File: src/rtl/control_seq.sv
// Registered control decoder with valid/ready issue, stall/flush handling,
// multi-cycle parity sequencing and sticky illegal-encoding detection.
module control_seq #(
    parameter int OPW        = 4,
    parameter int IW         = 9,
    parameter int PAR_CYCLES = 4,
    parameter int SW         = $clog2(PAR_CYCLES)
) (
    input  logic           Clk,
    input  logic           Reset_n,
    input  logic [IW-1:0]  Instr,
    input  logic           InstrValid,
    output logic           InstrReady,
    input  logic           Stall,
    input  logic           Flush,
    output logic           CtrlValid,
    output logic           TruncatedReg,
    output logic           TruncPrefix,
    output logic           AbsBranch,
    output logic           RelBranch,
    output logic           BranchInvert,
    output logic           BranchFlag,
    output logic           MemWrite,
    output logic           RegWrite,
    output logic           MemToReg,
    output logic           ParityOp,
    output logic [1:0]     SecondOperand,
    output logic [OPW-1:0] ALUOp,
    output logic [SW-1:0]  ParStep,
    output logic           ParLast,
    output logic           IllegalOp,
    output logic           Busy
);

    // Handshake: Instr transfers on a rising edge where InstrValid && InstrReady;
    // the bundle is consumed by execute on any edge where CtrlValid && !Stall.

    typedef enum logic {
        S_IDLE = 1'b0,
        S_SEQ  = 1'b1
    } state_t;

    typedef struct packed {
        logic           trunc_reg;
        logic           trunc_prefix;
        logic           abs_branch;
        logic           rel_branch;
        logic           branch_invert;
        logic           branch_flag;
        logic           mem_write;
        logic           reg_write;
        logic           mem_to_reg;
        logic           parity_op;
        logic [1:0]     second_op;
        logic [OPW-1:0] alu_op;
    } bundle_t;

    localparam logic [SW-1:0] LAST_STEP = SW'(PAR_CYCLES - 1);

    function automatic bundle_t idle_bundle();
        bundle_t b;
        b           = '0;
        b.second_op = 2'b01;
        return b;
    endfunction

    logic [2:0] opcode;
    logic [3:0] mode;
    logic       unused_instr_bits;

    assign opcode            = Instr[IW-1:IW-3];
    assign mode              = Instr[3:0];
    assign unused_instr_bits = ^Instr[IW-4:4];

    state_t        state_q, state_d;
    logic          valid_q, valid_d;
    bundle_t       bundle_q, bundle_d;
    logic [SW-1:0] step_q, step_d;
    logic          last_q, last_d;
    logic          illegal_q, illegal_d;

    bundle_t dec;
    logic    dec_illegal;
    logic    accept;

    // Pure instruction decode; illegal encodings collapse to an all-zero bubble.
    always_comb begin
        dec           = '0;
        dec.second_op = 2'b01;
        dec.reg_write = 1'b1;
        dec_illegal   = 1'b0;
        case (opcode)
            3'b000: dec.alu_op = OPW'(4'b0000);
            3'b001: dec.alu_op = OPW'(4'b0001);
            3'b010: dec.alu_op = OPW'(4'b0010);
            3'b011: begin
                dec.alu_op       = OPW'(4'b0001);
                dec.trunc_reg    = 1'b1;
                dec.trunc_prefix = 1'b0;
                dec.second_op    = 2'b00;
                if (mode[3]) begin
                    dec.mem_write = 1'b1;
                    dec.reg_write = 1'b0;
                end else begin
                    dec.mem_to_reg = 1'b1;
                end
            end
            3'b100: begin
                dec.alu_op       = OPW'(4'b0000);
                dec.trunc_reg    = 1'b1;
                dec.trunc_prefix = 1'b1;
                dec.second_op    = 2'b10;
            end
            3'b101: begin
                case (mode[2:0])
                    3'b000:  dec.alu_op = OPW'(4'b0100);
                    3'b010:  dec.alu_op = OPW'(4'b0101);
                    3'b011:  dec.alu_op = OPW'(4'b0011);
                    3'b100:  dec.alu_op = OPW'(4'b0110);
                    3'b110:  dec.alu_op = OPW'(4'b0111);
                    default: dec_illegal = 1'b1;
                endcase
            end
            3'b110: begin
                dec.reg_write     = 1'b0;
                dec.abs_branch    = mode[0];
                dec.rel_branch    = ~mode[0];
                dec.branch_flag   = mode[1];
                dec.branch_invert = mode[2];
            end
            default: begin
                dec.parity_op = 1'b1;
                dec.alu_op    = OPW'({1'b1, mode[2:0]});
            end
        endcase
        if (dec_illegal) begin
            dec = '0;
        end
    end

    assign InstrReady = Reset_n && (state_q == S_IDLE) && !Flush && (!valid_q || !Stall);
    assign accept     = InstrValid && InstrReady;

    always_comb begin
        state_d   = state_q;
        valid_d   = valid_q;
        bundle_d  = bundle_q;
        step_d    = step_q;
        last_d    = last_q;
        illegal_d = illegal_q;
        if (Flush) begin
            state_d  = S_IDLE;
            valid_d  = 1'b0;
            bundle_d = idle_bundle();
            step_d   = '0;
            last_d   = 1'b0;
        end else begin
            case (state_q)
                S_IDLE: begin
                    if (accept) begin
                        valid_d  = 1'b1;
                        bundle_d = dec;
                        step_d   = '0;
                        last_d   = 1'b0;
                        if (dec_illegal) begin
                            illegal_d = 1'b1;
                        end
                        // Parity results are only written back on the final micro-op.
                        if (dec.parity_op) begin
                            bundle_d.reg_write = 1'b0;
                            state_d            = S_SEQ;
                        end
                    end else if (!(valid_q && Stall)) begin
                        valid_d = 1'b0;
                    end
                end
                default: begin
                    if (!Stall) begin
                        if (last_q) begin
                            state_d = S_IDLE;
                            valid_d = 1'b0;
                            step_d  = '0;
                            last_d  = 1'b0;
                        end else begin
                            step_d = step_q + 1'b1;
                            if (step_d == LAST_STEP) begin
                                last_d             = 1'b1;
                                bundle_d.reg_write = 1'b1;
                            end
                        end
                    end
                end
            endcase
        end
    end

    always_ff @(posedge Clk) begin
        if (!Reset_n) begin
            state_q   <= S_IDLE;
            valid_q   <= 1'b0;
            bundle_q  <= idle_bundle();
            step_q    <= '0;
            last_q    <= 1'b0;
            illegal_q <= 1'b0;
        end else begin
            state_q   <= state_d;
            valid_q   <= valid_d;
            bundle_q  <= bundle_d;
            step_q    <= step_d;
            last_q    <= last_d;
            illegal_q <= illegal_d;
        end
    end

    assign CtrlValid     = valid_q;
    assign TruncatedReg  = bundle_q.trunc_reg;
    assign TruncPrefix   = bundle_q.trunc_prefix;
    assign AbsBranch     = bundle_q.abs_branch;
    assign RelBranch     = bundle_q.rel_branch;
    assign BranchInvert  = bundle_q.branch_invert;
    assign BranchFlag    = bundle_q.branch_flag;
    assign MemWrite      = bundle_q.mem_write;
    assign RegWrite      = bundle_q.reg_write;
    assign MemToReg      = bundle_q.mem_to_reg;
    assign ParityOp      = bundle_q.parity_op;
    assign SecondOperand = bundle_q.second_op;
    assign ALUOp         = bundle_q.alu_op;
    assign ParStep       = step_q;
    assign ParLast       = last_q;
    assign IllegalOp     = illegal_q;
    assign Busy          = (state_q == S_SEQ);

endmodule

File: config.mk
export PLATFORM = sky130hd
export DESIGN_NAME = control_seq
export DESIGN_NICKNAME = d
export VERILOG_FILES = /design/src/rtl/control_seq.sv
export SDC_FILE = /design/constraint.sdc
export NUM_CORES = 1
export LEC_CHECK = 0
export BUFFER_PORTS_ARGS = -buffer_cell sky130_fd_sc_hd__buf_2
export CORE_AREA = 2 2 53 55
export DETAILED_ROUTE_END_ITERATION = 8
export DIE_AREA = 0 0 55 57
export PLACE_DENSITY = 0.66
export SLEW_MARGIN = 20
export SYNTH_ARGS = -nofsm -noshare
export SYNTH_HDL_FRONTEND = slang
export SYNTH_SLANG_ARGS = --single-unit
export TNS_END_PERCENT = 5
File: constraint.sdc
create_clock -name Clk -period 3.5 [get_ports Clk]
set_input_delay 0.175 -clock Clk [delete_from_list [all_inputs] [get_ports Clk]]
set_output_delay 0.175 -clock Clk [all_outputs]
set_load 0.1 [all_outputs]
# Yosys cells after proc, flatten, opt, wreduce, memory -nomap -nowiden
# Cells that the tools add are included.
# op_classes
reduce_logical	22
bitwise_logic	4
n_addsub	1
eq_ne	16
mux	39
# ops
operator	n
1-bit two-way mux	26
16-bit two-way mux	1
4-bit one-hot mux with 4 select lines	1
3-bit equality test (second input constant)	5
3-bit one-hot mux with 5 select lines	1
3-bit by 2-bit equality test with 1-bit output (second input constant)	4
2-bit two-way mux	5
9-bit two-way mux	1
2-bit one-hot mux with 2 select lines	2
4-bit AND reduction	2
7-bit OR reduction	1
3-bit zero test	2
1-bit logical AND	5
5-bit OR reduction	1
4-bit two-way mux	1
2-bit by 1-bit != test with 1-bit output (second input constant)	2
2-bit != test (second input constant)	2
1-bit inverter	4
2-bit AND reduction	2
2-bit OR reduction	2
3-bit by 1-bit equality test with 1-bit output (second input constant)	1
1-bit zero test	3
3-bit != test (second input constant)	1
3-bit AND reduction	1
6 further kinds	6
# totals
elab_cells	99
register_bits	22

# Logic depth before layout (Yosys ltp)
# depth
word_depth	8
depth_mapped	7

# Least setup slack after synthesis
# No wires, ideal clock.
# synth_timing
path_type	reg2out
start	register state_q (netlist: Busy)
end	output port InstrReady
t_arrival_ps	3134
required_ps	3325
stages_incl_launch_ff	3
path_slack_ps	191
path_cell_list	dfxtp_1 buf_6 nor3b_1
# synth_between
elab_chain_len	4
# synth_rtl
item	line	text
start, declared	75	state_t state_q, state_d;
start signal, assigned	206	state_q <= state_d;
1-bit inverter (no line)	n/a	
1-bit logical AND (3 in series)	141	assign InstrReady = Reset_n && (state_q == S_IDLE) && !Flush && (!valid_q || !Stall);
end, declared	13	output logic InstrReady,
# No other way between the ends.

# Worst setup path in the final report
# layout_timing
start	input port Flush
end	register bundle_q (netlist bit ALUOp[2])
# layout_between
elab_chain_len	5
# layout_rtl
item	line	text
start, declared	15	input logic Flush,
1-bit zero test	141	
1-bit logical AND (2 in series)	141	
1-bit logical AND	142	assign accept = InstrValid && InstrReady;
2-bit AND reduction (no line)	n/a	
end signal, assigned	201	bundle_q <= idle_bundle();
end signal, assigned	208	bundle_q <= bundle_d;
end, declared	77	bundle_t bundle_q, bundle_d;
# Parallel ways exist; a longest one is shown, timed or not.
# A chain may end at the register's enable or synchronous reset.

==> flow_metrics.tcl <==
set metrics [dict create \
    outcome "finished clean" \
    start_kind "input pin" \
    cp-endpoint "ALUOp[2]$_SDFFE_PP0P_" \
    hold_viol 0 \
    ys_seq_elements 21 \
    path_cells "buf_2 -> nand2b_1 -> or3b_1 -> or3_4 -> a21oi_2" \
    slew_headroom_pct 43.84 \
    cts_hold_buf 0 \
    pwr-share-comb_pct 15.2 \
    layout_min_cycle_time_ns 1.932 \
    firstDrtPassIters 4 \
    clkPwrFrac_pct 27.9 \
    startpoint "Flush" \
    fp.dieW_um 55 \
    coreArea_mm2 0.002615 \
    r2r_cells 4 \
    skew_ns 0.004703 \
    synth.distinct_cells 33 \
    vias_per_cell 5.137 \
    die_area_mm2 0.003135 \
    nFillCells 274 \
    hold_path_depth 2 \
    synth_edf_count 0 \
    regToRegSetupSlack_ns 1.64 \
    path_max_fanout 23 \
    vdd_ir_drop_max_uv 227.4 \
    crit_path_end_kind "flip-flop" \
    synthFlopType "dfxtp_1" \
    instances_no_fill 182 \
    critPathArrivalTime_ns 2.17 \
    cts_setup_buffers 0 \
    worstMarginPinSlew_ns 0.8424 \
    yosysWarningCount 0 \
    place_inst 178 \
    grt_max_degree 24 \
    portBuffers 34 \
    max_stage_delay_ns 0.78 \
    area_growth_pct 18.70 \
    r2r_start "Busy$_SDFF_PP0_" \
    cp.required_ns 3.74 \
    clk_pin_slew_ns 0.12 \
    setup_viol 0 \
    r2r-end "ALUOp[2]$_SDFFE_PP0P_" \
    start_util_pct 38.13 \
    p_int_mw 0.3014 \
    largest_reg_flops 4 \
    placed_area_mm2 0.001156 \
    ant_nets 0 \
    first_global_vias 837 \
    critPathKind "input pin to flip-flop" \
    grt_util_all_layers_pct 14.62 \
    nNetsFinal 167 \
    cp_top_family "simple AND/OR/NAND/NOR gates" \
    setup_tns_ns 0 \
    fin_crit_sh_pct 55.21 \
    num_rows 19 \
    cts_buffers 3 \
    ctsResizeCount 0 \
    avgSynthCellArea_um2 8.174 \
    min_path_type "input pin to flip-flop" \
    hpwl_um 1550 \
    maxCapViolations 0 \
    syn_inst 122 \
    clk_latency_ns 0.30 \
    cts_num_sinks 21 \
    clockBufferDepth 2 \
    place.gp.congestion 0.7292 \
    power.leakage_nw 0.4835 \
    n_antenna_cell 0 \
    p_sw_mw 0.1244 \
    layout-drive-gt1-share_pct 28.48 \
    max_freq_mhz 517.5 \
    power.density_mw_per_mm2 359.7 \
    routed_wl_um 2179 \
    switching_share_pct 29.22 \
    first_iter_violations 12 \
    grt.overflow.total 0 \
    worstSetupPathDepth 5 \
    seq_area_frac_synth_pct 42.16 \
    final_max_slew_viol_count 0 \
    wire_per_inst_um 11.97 \
    slowest_stage "or3b_1" \
    netlist_area_um2 997.2 \
    postLayoutCellArea_mm2 0.001184 \
    timing.critical_path.buf_inv 1 \
    cts-root-buf "clkbuf_4" \
    antenna_found_initial 0 \
    htree_levels 1 \
    hp-start "Reset_n" \
    drcViolationCount 0 \
    rsz0062_at_grt "false" \
    pin_count 37 \
    tritoncts "built" \
    synth_async_sr_flop_share_pct 0 \
    vias 935 \
    syn-num-nets 137 \
    die_h_um 57 \
    pwr-share-seq_pct 57.0 \
    grt_first_pass_wirelength_um 3422 \
]
==> cell usage after synthesis (all sizes together) (2+ instances only) <==
master | instances | area (µm²)
nand3 | 6 | 30.03
nor3b | 5 | 37.54
a211oi | 2 | 15.01
clkbuf | 6 | 22.52
o21ai | 5 | 25.02
dfxtp | 21 | 420.4
inv | 2 | 7.510
nor2 | 8 | 30.03
nor2b | 3 | 18.77
and3b | 2 | 17.52
nand2b | 2 | 20.02
a21oi | 20 | 103.9
nor3 | 3 | 15.01
buf | 4 | 35.03
nand2 | 17 | 63.81
nand3b | 2 | 15.01
nor4b | 2 | 17.52
==> power groups by stage <==
stage	clock, mW	sequential [mW]	combinational, mW
2_1_floorplan	0	0.263	0.0336
3_3_place_gp	0	0.248	0.0634
3_5_place_dp	0	0.248	0.0645
4_1_cts	0.127	0.243	0.0647
5_1_grt	0.137	0.243	0.0699
6_report	0.119	0.243	0.0646
==> cell type report <==
type | instances | area (µm²) | area share [%]
clock buffer | 3 | 22.52 | 1.903
clock inverter | 1 | 5.005 | 0.4228
inverter | 2 | 7.507 | 0.6342
multi-input combinational | 89 | 511.7 | 43.23
sequential | 21 | 420.4 | 35.52
tap | 31 | 38.79 | 3.277
timing repair buffer | 35 | 177.7 | 15.01
==> stage by stage <==
step	util, %	power, mW	worst slack (ns)	hold WS [ns]
after CTS	45.26	0.4348	1.565	0.09791
after global routing	45.26	0.4500	1.450	0.1212
final	45.26	0.4258	1.568	0.1054
after floorplan	-	0.2969	0.1911	0.3032
after detailed placement	44.21	0.3124	1.230	0.4295
after global placement	44.21	0.3112	1.271	0.4154
==> worst min-delay path by stage <==
stage / end / slack (ns)
after floorplan: IllegalOp$_SDFFE_PN0P_ / 0.30
after global placement: IllegalOp$_SDFFE_PN0P_ / 0.42
after detailed placement: IllegalOp$_SDFFE_PN0P_ / 0.43
after CTS: IllegalOp$_SDFFE_PN0P_ / 0.1
after global routing: IllegalOp$_SDFFE_PN0P_ / 0.12
final: IllegalOp$_SDFFE_PN0P_ / 0.11
==> layout by cell type, fill, tap and decap left out, types with 3 or more instances in the layout <==
cell type  count
nor3_1         3
nand2_1       17
buf_2         34
nor2_1         8
nor3b_1        5
nor2b_1        3
a21oi_1       19
dfxtp_1       21
clkbuf_4       3
nand3_1        6
o21ai_0        5
==> routing by layer <==
layer	share of wire [%]	vias up	global-route usage (%)
met3	7.3	0	5.497
met1	45	416	17.84
met2	48	33	24.66
met4	0	0	2.091
li1	-	486	-
met5	0	-	0
==> kinds of logic after synthesis <==
group                    count (synthesis)  share of synthesized area [%]
AO/OA/AOI/OAI                           34                          20.20
adder cells (fa/ha/maj)                  1                          1.255
buffers and inverters                   12                          6.524
flip-flops                              21                          42.16
AND/OR/NAND/NOR                         54                          29.86
(Power assumes the default switching activity.)
